$ cat config.mk
export PLATFORM = sky130hd
export DESIGN_NAME = dmem_arbiter
export DESIGN_NICKNAME = d
export VERILOG_FILES = /design/src/rtl/dmem_pkg.sv /design/src/rtl/dmem_arbiter.sv
export SDC_FILE = /design/constraint.sdc
export NUM_CORES = 1
export LEC_CHECK = 0
export CAP_MARGIN = 20
export CORE_AREA = 4 4 114 116
export DETAILED_ROUTE_END_ITERATION = 10
export DIE_AREA = 0 0 118 120
export PLACE_DENSITY = 0.81
export SLEW_MARGIN = 20
export SYNTH_ARGS = -nofsm -noshare
export SYNTH_HDL_FRONTEND = slang
export SYNTH_SLANG_ARGS = --single-unit
$ cat constraint.sdc
create_clock -name clk -period 4 [get_ports clk]
set_input_delay 1 -clock clk [delete_from_list [all_inputs] [get_ports clk]]
set_output_delay 1 -clock clk [all_outputs]
set_load 0.02 [all_outputs]
$ cat src/rtl/dmem_pkg.sv
// Shared types for the data-memory arbiter:
// FSM state encoding, access owner tags and the word width.
package dmem_pkg;

  localparam int WORD_W = 32;

  typedef enum logic {
    ST_IDLE = 1'b0,
    ST_LOCK = 1'b1
  } state_e;

  typedef enum logic [1:0] {
    OWN_NONE = 2'd0,
    OWN_CPU  = 2'd1,
    OWN_DMA  = 2'd2
  } owner_e;

endpackage

$ cat src/rtl/dmem_arbiter.sv
// Single-port data memory arbiter: CPU priority, DMA starvation guard,
// bounded DMA burst lock, registered read return.
module dmem_arbiter
  import dmem_pkg::*;
#(
  parameter int STARVE_LIMIT = 8,
  parameter int MAX_BURST    = 4
) (
  input  logic              clk,
  input  logic              rst_n,
  input  logic              cpu_req,
  input  logic              cpu_we,
  input  logic [WORD_W-1:0] cpu_addr,
  input  logic [WORD_W-1:0] cpu_wdata,
  output logic              cpu_gnt,
  output logic              cpu_rvalid,
  output logic [WORD_W-1:0] cpu_rdata,
  input  logic              dma_req,
  input  logic              dma_we,
  input  logic              dma_lock,
  input  logic [WORD_W-1:0] dma_addr,
  input  logic [WORD_W-1:0] dma_wdata,
  output logic              dma_gnt,
  output logic              dma_rvalid,
  output logic [WORD_W-1:0] dma_rdata,
  output logic              mem_write,
  output logic              mem_read,
  output logic [WORD_W-1:0] mem_addr,
  output logic [WORD_W-1:0] mem_write_data,
  input  logic [WORD_W-1:0] mem_read_data,
  output logic              misalign_err
);

  localparam int SW = $clog2(STARVE_LIMIT + 1);
  localparam int BW = $clog2(MAX_BURST + 1);
  localparam logic [SW-1:0] STARVE_MAX = SW'(STARVE_LIMIT);
  localparam logic [BW-1:0] BURST_LAST = BW'(MAX_BURST - 1);
  localparam logic CAN_LOCK = (MAX_BURST > 1);

  state_e            state_q, state_d;
  logic [SW-1:0]     starve_q, starve_d;
  logic [BW-1:0]     burst_q, burst_d;
  owner_e            own;
  owner_e            rown_q, rown_d;
  logic              err_q, err_d;
  logic [WORD_W-1:0] crd_q, crd_d;
  logic [WORD_W-1:0] drd_q, drd_d;
  logic [WORD_W-1:0] rd_v;

  logic              dma_pri, dma_win, gnt;
  logic              sel_we, aligned;
  logic [WORD_W-1:0] sel_addr, sel_wdata;

  always_comb begin
    dma_pri = dma_req &
      ((state_q == ST_LOCK) | (starve_q == STARVE_MAX));
    own = OWN_NONE;
    if (dma_pri)      own = OWN_DMA;
    else if (cpu_req) own = OWN_CPU;
    else if (dma_req) own = OWN_DMA;

    sel_we    = 1'b0;
    sel_addr  = '0;
    sel_wdata = '0;
    unique case (own)
      OWN_CPU: begin
        sel_we    = cpu_we;
        sel_addr  = cpu_addr;
        sel_wdata = cpu_wdata;
      end
      OWN_DMA: begin
        sel_we    = dma_we;
        sel_addr  = dma_addr;
        sel_wdata = dma_wdata;
      end
      default: ;
    endcase

    gnt     = (own != OWN_NONE);
    dma_win = (own == OWN_DMA);
    aligned = (sel_addr[1:0] == 2'b00);
  end

  // Outputs are forced low while reset is asserted; state logic is not.
  assign cpu_gnt        = rst_n & (own == OWN_CPU);
  assign dma_gnt        = rst_n & dma_win;
  assign mem_write      = rst_n & gnt & sel_we & aligned;
  assign mem_read       = rst_n & gnt & ~sel_we & aligned;
  assign mem_addr       = rst_n ? sel_addr : '0;
  assign mem_write_data = rst_n ? sel_wdata : '0;

  assign cpu_rvalid   = (rown_q == OWN_CPU);
  assign dma_rvalid   = (rown_q == OWN_DMA);
  assign cpu_rdata    = crd_q;
  assign dma_rdata    = drd_q;
  assign misalign_err = err_q;

  always_comb begin
    state_d = state_q;
    burst_d = burst_q;
    unique case (state_q)
      ST_IDLE: begin
        if (dma_win & dma_lock & CAN_LOCK) begin
          state_d = ST_LOCK;
          burst_d = BW'(1);
        end
      end
      ST_LOCK: begin
        if (dma_win & dma_lock & (burst_q < BURST_LAST)) begin
          burst_d = burst_q + 1'b1;
        end else begin
          state_d = ST_IDLE;
          burst_d = '0;
        end
      end
      default: begin
        state_d = ST_IDLE;
        burst_d = '0;
      end
    endcase

    starve_d = starve_q;
    if (~dma_req | dma_win)
      starve_d = '0;
    else if (starve_q != STARVE_MAX)
      starve_d = starve_q + 1'b1;

    // Loads and any misaligned access answer one cycle later.
    rown_d = OWN_NONE;
    err_d  = 1'b0;
    crd_d  = crd_q;
    drd_d  = drd_q;
    rd_v   = aligned ? mem_read_data : '0;
    if (gnt & (~aligned | ~sel_we)) begin
      rown_d = own;
      err_d  = ~aligned;
      if (own == OWN_CPU) crd_d = rd_v;
      else                drd_d = rd_v;
    end
  end

  always_ff @(posedge clk or negedge rst_n) begin
    if (!rst_n) begin
      state_q  <= ST_IDLE;
      starve_q <= '0;
      burst_q  <= '0;
      rown_q   <= OWN_NONE;
      err_q    <= 1'b0;
      crd_q    <= '0;
      drd_q    <= '0;
    end else begin
      state_q  <= state_d;
      starve_q <= starve_d;
      burst_q  <= burst_d;
      rown_q   <= rown_d;
      err_q    <= err_d;
      crd_q    <= crd_d;
      drd_q    <= drd_d;
    end
  end

endmodule

# Word-level counts from Yosys, hierarchy flattened
# Index checks and enable logic that the tools add are counted.
word_totals:
  wordCells: 60
  ff_bits: 75
classes:
  n_eq_ne: 7
  n_lt_le_gt_ge: 1
  muxes: 19
  n_bitwise: 19
  n_reduce_logical: 5
  n_addsub: 2
ops:
  columns: ["cell", "count"]
  rows:
  - ["one-hot mux 32 bit (2 select lines)", 2]
  - ["2-to-1 mux 32 bit", 3]
  - ["bitwise AND 1 bit", 11]
  - ["2-to-1 mux 2 bit", 4]
  - ["2-to-1 mux 4 bit", 2]
  - ["2-to-1 mux 3 bit", 2]
  - ["one-hot mux 3 bit (2 select lines)", 1]
  - ["inverter 1 bit", 5]
  - ["adder 4 x 1 -> 4 bit (second input constant)", 1]
  - ["equality test 2 x 1 -> 1 bit (second input constant)", 2]
  - ["equality test 2 bit (second input constant)", 2]
  - ["equality test 4 bit (second input constant)", 1]
  - ["inequality test 4 bit (second input constant)", 1]
  - ["one-hot mux 1 bit (2 select lines)", 2]
  - ["AND reduction 2 bit", 2]
  - ["nonzero test 2 bit", 2]
  - ["adder 3 x 1 -> 3 bit (second input constant)", 1]
  - ["less-than comparator 3 x 2 -> 1 bit (second input constant)", 1]
  - ["2-to-1 mux 1 bit", 3]
  - ["OR 1 bit", 3]
  - ["logical NOT 2 bit", 1]
  - ["inequality test 2 bit (second input constant)", 1]

# Longest topological paths before layout
logic_depth:
  ltp_word: 11
  ltp_mapped: 8

# Worst setup path after synthesis
# No wires, ideal clock.
synth_path:
  kind: "input to output"
  startpoint: "input port dma_req"
  endpoint: "output port mem_write_data[10]"
  path_stages: 6
  slack_ns: 0.788
  arrival_time_ns: 2.212
  t_required_ns: 3.000
  n_path_buf: 3
  cell_sequence: "buf_2 -> a21boi_2 -> buf_2 -> buf_2 -> nand3_1 -> a21oi_1"
synth_between:
  elab_chain_len: 6
  elab_cells_between_ends: 8
synth_rtl:
  columns: ["element", "line_no", "rtl"]
  rows:
  - ["start, declared", "dmem_arbiter.sv:18", "input logic dma_req,"]
  - ["2-to-1 mux 2 bit", "dmem_arbiter.sv:60", "else if (dma_req) own = OWN_DMA;"]
  - ["2-to-1 mux 2 bit", "dmem_arbiter.sv:59", "else if (cpu_req) own = OWN_CPU;"]
  - ["2-to-1 mux 2 bit *", "dmem_arbiter.sv:58", "if (dma_pri) own = OWN_DMA;"]
  - ["equality test 2 bit / equality test 2 x 1 -> 1 bit (equally long branches)", "dmem_arbiter.sv:65", "unique case (own)"]
  - ["one-hot mux 32 bit (2 select lines) *", "dmem_arbiter.sv:65", null]
  - ["2-to-1 mux 32 bit *", "dmem_arbiter.sv:90", "assign mem_write_data = rst_n ? sel_wdata : '0;"]
  - ["end, declared", "dmem_arbiter.sv:29", "output logic [WORD_W-1:0] mem_write_data,"]
# Mark *: on every way between the ends. The rest lies on a longest branch, timed or not.

# Worst setup path in the final report
layout_path:
  startpoint: "input port cpu_req"
  endpoint: "output port mem_write_data[22]"
layout_between:
  elab_chain_len: 5
  elab_cells_between_ends: 6
layout_rtl:
  columns: ["element", "line_no", "rtl"]
  rows:
  - ["start, declared", "dmem_arbiter.sv:11", "input logic cpu_req,"]
  - ["2-to-1 mux 2 bit *", "dmem_arbiter.sv:59", null]
  - ["2-to-1 mux 2 bit *", "dmem_arbiter.sv:58", null]
  - ["equality test 2 bit / equality test 2 x 1 -> 1 bit (equally long branches)", "dmem_arbiter.sv:65", null]
  - ["one-hot mux 32 bit (2 select lines) *", "dmem_arbiter.sv:65", null]
  - ["2-to-1 mux 32 bit *", "dmem_arbiter.sv:90", null]
# Marked as above.

==> results.cfg <==
[layout]
final_common_cell = clkdlybuf4s50_1
n_antenna_cell = 0
n_fill_cell = 947
multi_input_area_um2 = 2070
ff_latch_area_um2 = 1880
final_cells = 875
layout.nets = 894
synthToLayoutAreaGrowth_pct = 82.2
final_cell_mix = clkdlybuf4s50_1, dfrtp_1, nand3_1, a21oi_1, o211ai_1
drive_gt1_frac = 0.0687

[power_and_ir_drop]
power.leakage_nw = 3.09
vdd_drop_max_mv = 0.207
power_density_nw_per_um2 = 294

[setup_path]
worst_setup_path_start_kind = input pin
end_kind = primary output
cp.required_ps = 3000
crit_family = buffers and inverters
worstSetupPathType = in2out
cpMostUsedCell = clkdlybuf4s50_1
worstRegToRegCells = 5
path_max_fanout = 33
arrival_ps = 2900
crit_cells = 7
critPathBufInv = 4
cp_cell_sequence = clkdlybuf4s50_1 > buf_4 > nand2b_2 > buf_12 > o211ai_1 > a21oi_1 > clkdlybuf4s50_1
slowest_delay_ps = 640
crit_slowest_cell = clkdlybuf4s50_1

[grt]
grt.total_usage = 0.233
grt_remaining_overflow = 0
grt_pass1_vias = 4983
grt_max_degree = 70
grt_pass1_wl_um = 26800
antenna_found_initial = 0

[detailed_routing]
vias_per_cell = 5.68
wl_um = 17400
dr.pass1.iters = 5
post-route-drc-count = 0
vias = 4966
post_drt_wl_per_cell_um = 19.9
ant_nets = 0
drtIter0Drc = 455

[sta]
timing.final.crit_share = 0.974
finalSetupViolCount = 0
timing.slew.headroom = 0.471
fmax_mhz = 257
tns_ps = 0
hold_viol_final = 0
worst_pin_slew_ps = 794
rsz0062_at_grt = no
fin_crit_ps = 3900
finalClockSkew_ps = 5.75
drv_slew = 0

[logic_synthesis]
avgSynthCellArea_um2 = 9.48
synth_top_area_share = 0.442
syn_nets = 618
syn-cell-area_um2 = 4250
synth_area_leader_cell = dfrtp_1
syn_inst = 448
ys_top_cells_by_area = dfrtp_1, a22o_1, o211ai_1, a21oi_1, nand3_1
yosysSeqAreaShare = 0.442
ys_warn_count = 0
ys_seq_elements = 75
yosysUniqueCellTypes = 34

[floorplan]
rows = 40
ios = 302
initial_core_util = 0.357
core_area_um2 = 11900
die_area_um2 = 14200
die_w_um = 118
die_y_um = 120

[clock_network]
cts.sink_count = 75
cts_tree = yes
cts_buffer_depth = 2
insertion_delay_ps = 330
cts_root_buffer = clkbuf_16
htree_levels = 3
cts_buffers = 9
cts.clk_slew.worst_paths_ps = 50
hold_buffers = 0

[place]
dp.cells = 858
detailed_place_hpwl_um = 13000
portBuffers = 301
place_congestion = 0.885

[min_path]
min_path_cells = 1
hold_class = reg2reg

[run_status]
status = finished, final reports clean

[flow_run]
drv_cap = 0
[stage by stage]
stage                     setup WS (ps)  cell area [um2]  utilization  total power, mW  hold WS [ps]
after floorplan                     788             4250            -             1.10           448
after global placement             95.0             7400        0.622             1.48           461
after detailed placement           47.6             7400        0.622             1.50           480
after CTS                          39.0             7690        0.646             2.28           490
after global routing               5.72             7740        0.650             2.37           498
final                               104             7740        0.650             2.28           483
[cell type report]
type	count	area share
Inverter	8	0.00388
Clock inverter	6	0.00841
Multi-Input combinational cell	306	0.267
Clock buffer	9	0.0291
Tap cell	147	0.0238
Sequential cell	75	0.243
Timing Repair Buffer	324	0.425
[final timing paths]
path	from	to	slack (ps)
min in group asynchronous	rst_n	cpu_rdata[6]	770
worst max-delay path	cpu_req	mem_write_data[22]	100
worst min-delay path	starve_q[0]	starve_q[0]	480
worst min register to register	starve_q[0]	starve_q[0]	480
max in group asynchronous	rst_n	dma_rdata[24]	2320
worst max register to register	starve_q[0]	dma_rdata[21]	1730
[cell families (layout without fill, tap and decap cells)]
kind of cell | count (synthesis) | in the layout | synth area share
AOI/OAI and AO/OA | 207 | 207 | 0.346
and+or+nand+nor | 92 | 92 | 0.115
DFF | 75 | 75 | 0.442
buffers and inverters | 67 | 347 | 0.0798
adders and majority gates | 3 | 3 | 0.00884
xor gates and xnor gates | 2 | 2 | 0.00412
muxes | 2 | 2 | 0.00471
[registers in the layout (all words and copies together) (netlist names)]
name / flops
dma_rdata: 32
burst_q: 3
cpu_rdata: 32
misalign_err: 1
state_q: 1
starve_q: 4
rown_q: 2
[power by group]
part | switching (mW) | internal [mW]
Combinational | 0.306 | 0.359
Clock | 0.304 | 0.480
Sequential | 0.0273 | 0.800
Total | 0.637 | 1.64
[worst reg2reg max path, cell delays in order, from the launching register on]
cell     delay, ps
dfrtp_1        410
inv_1           70
ha_1           210
and3b_4        480
o211a_2        770
a22o_1         260
[cell usage after synthesis, drive strengths merged]
cell and n:
clkbuf 23, dfrtp 75, nand4b 1, a21boi 1, and3b 2, or3b 2, o21a 2, a22o 64
nand4 1, o2111ai 1, a31oi 1, buf 36, nand3 68, o21ai 2, nand2 2, o211a 1
o211ai 66, xor2 1, ha 3, nor3 1, or3 2, o22ai 1, a21oi 68, mux2i 2
nor2 8, xnor2 1, inv 8, nor2b 2, nand2b 3
[metal layers]
metal / global-route usage / wire, um / up-vias
li1: - / - / 2274
met1: 0.288 / 6800 / 2384
met2: 0.399 / 8830 / 264
met3: 0.0471 / 1200 / 44
met4: 0.0952 / 614 / 0
met5: 0 / 0 / -
[what timing repair did]
item	in CTS	in global routing
buffers inserted	0	2
resized for setup	0	1
setup endpoints to repair	0	21
Note: power is estimated with default switching activity, not from simulation.
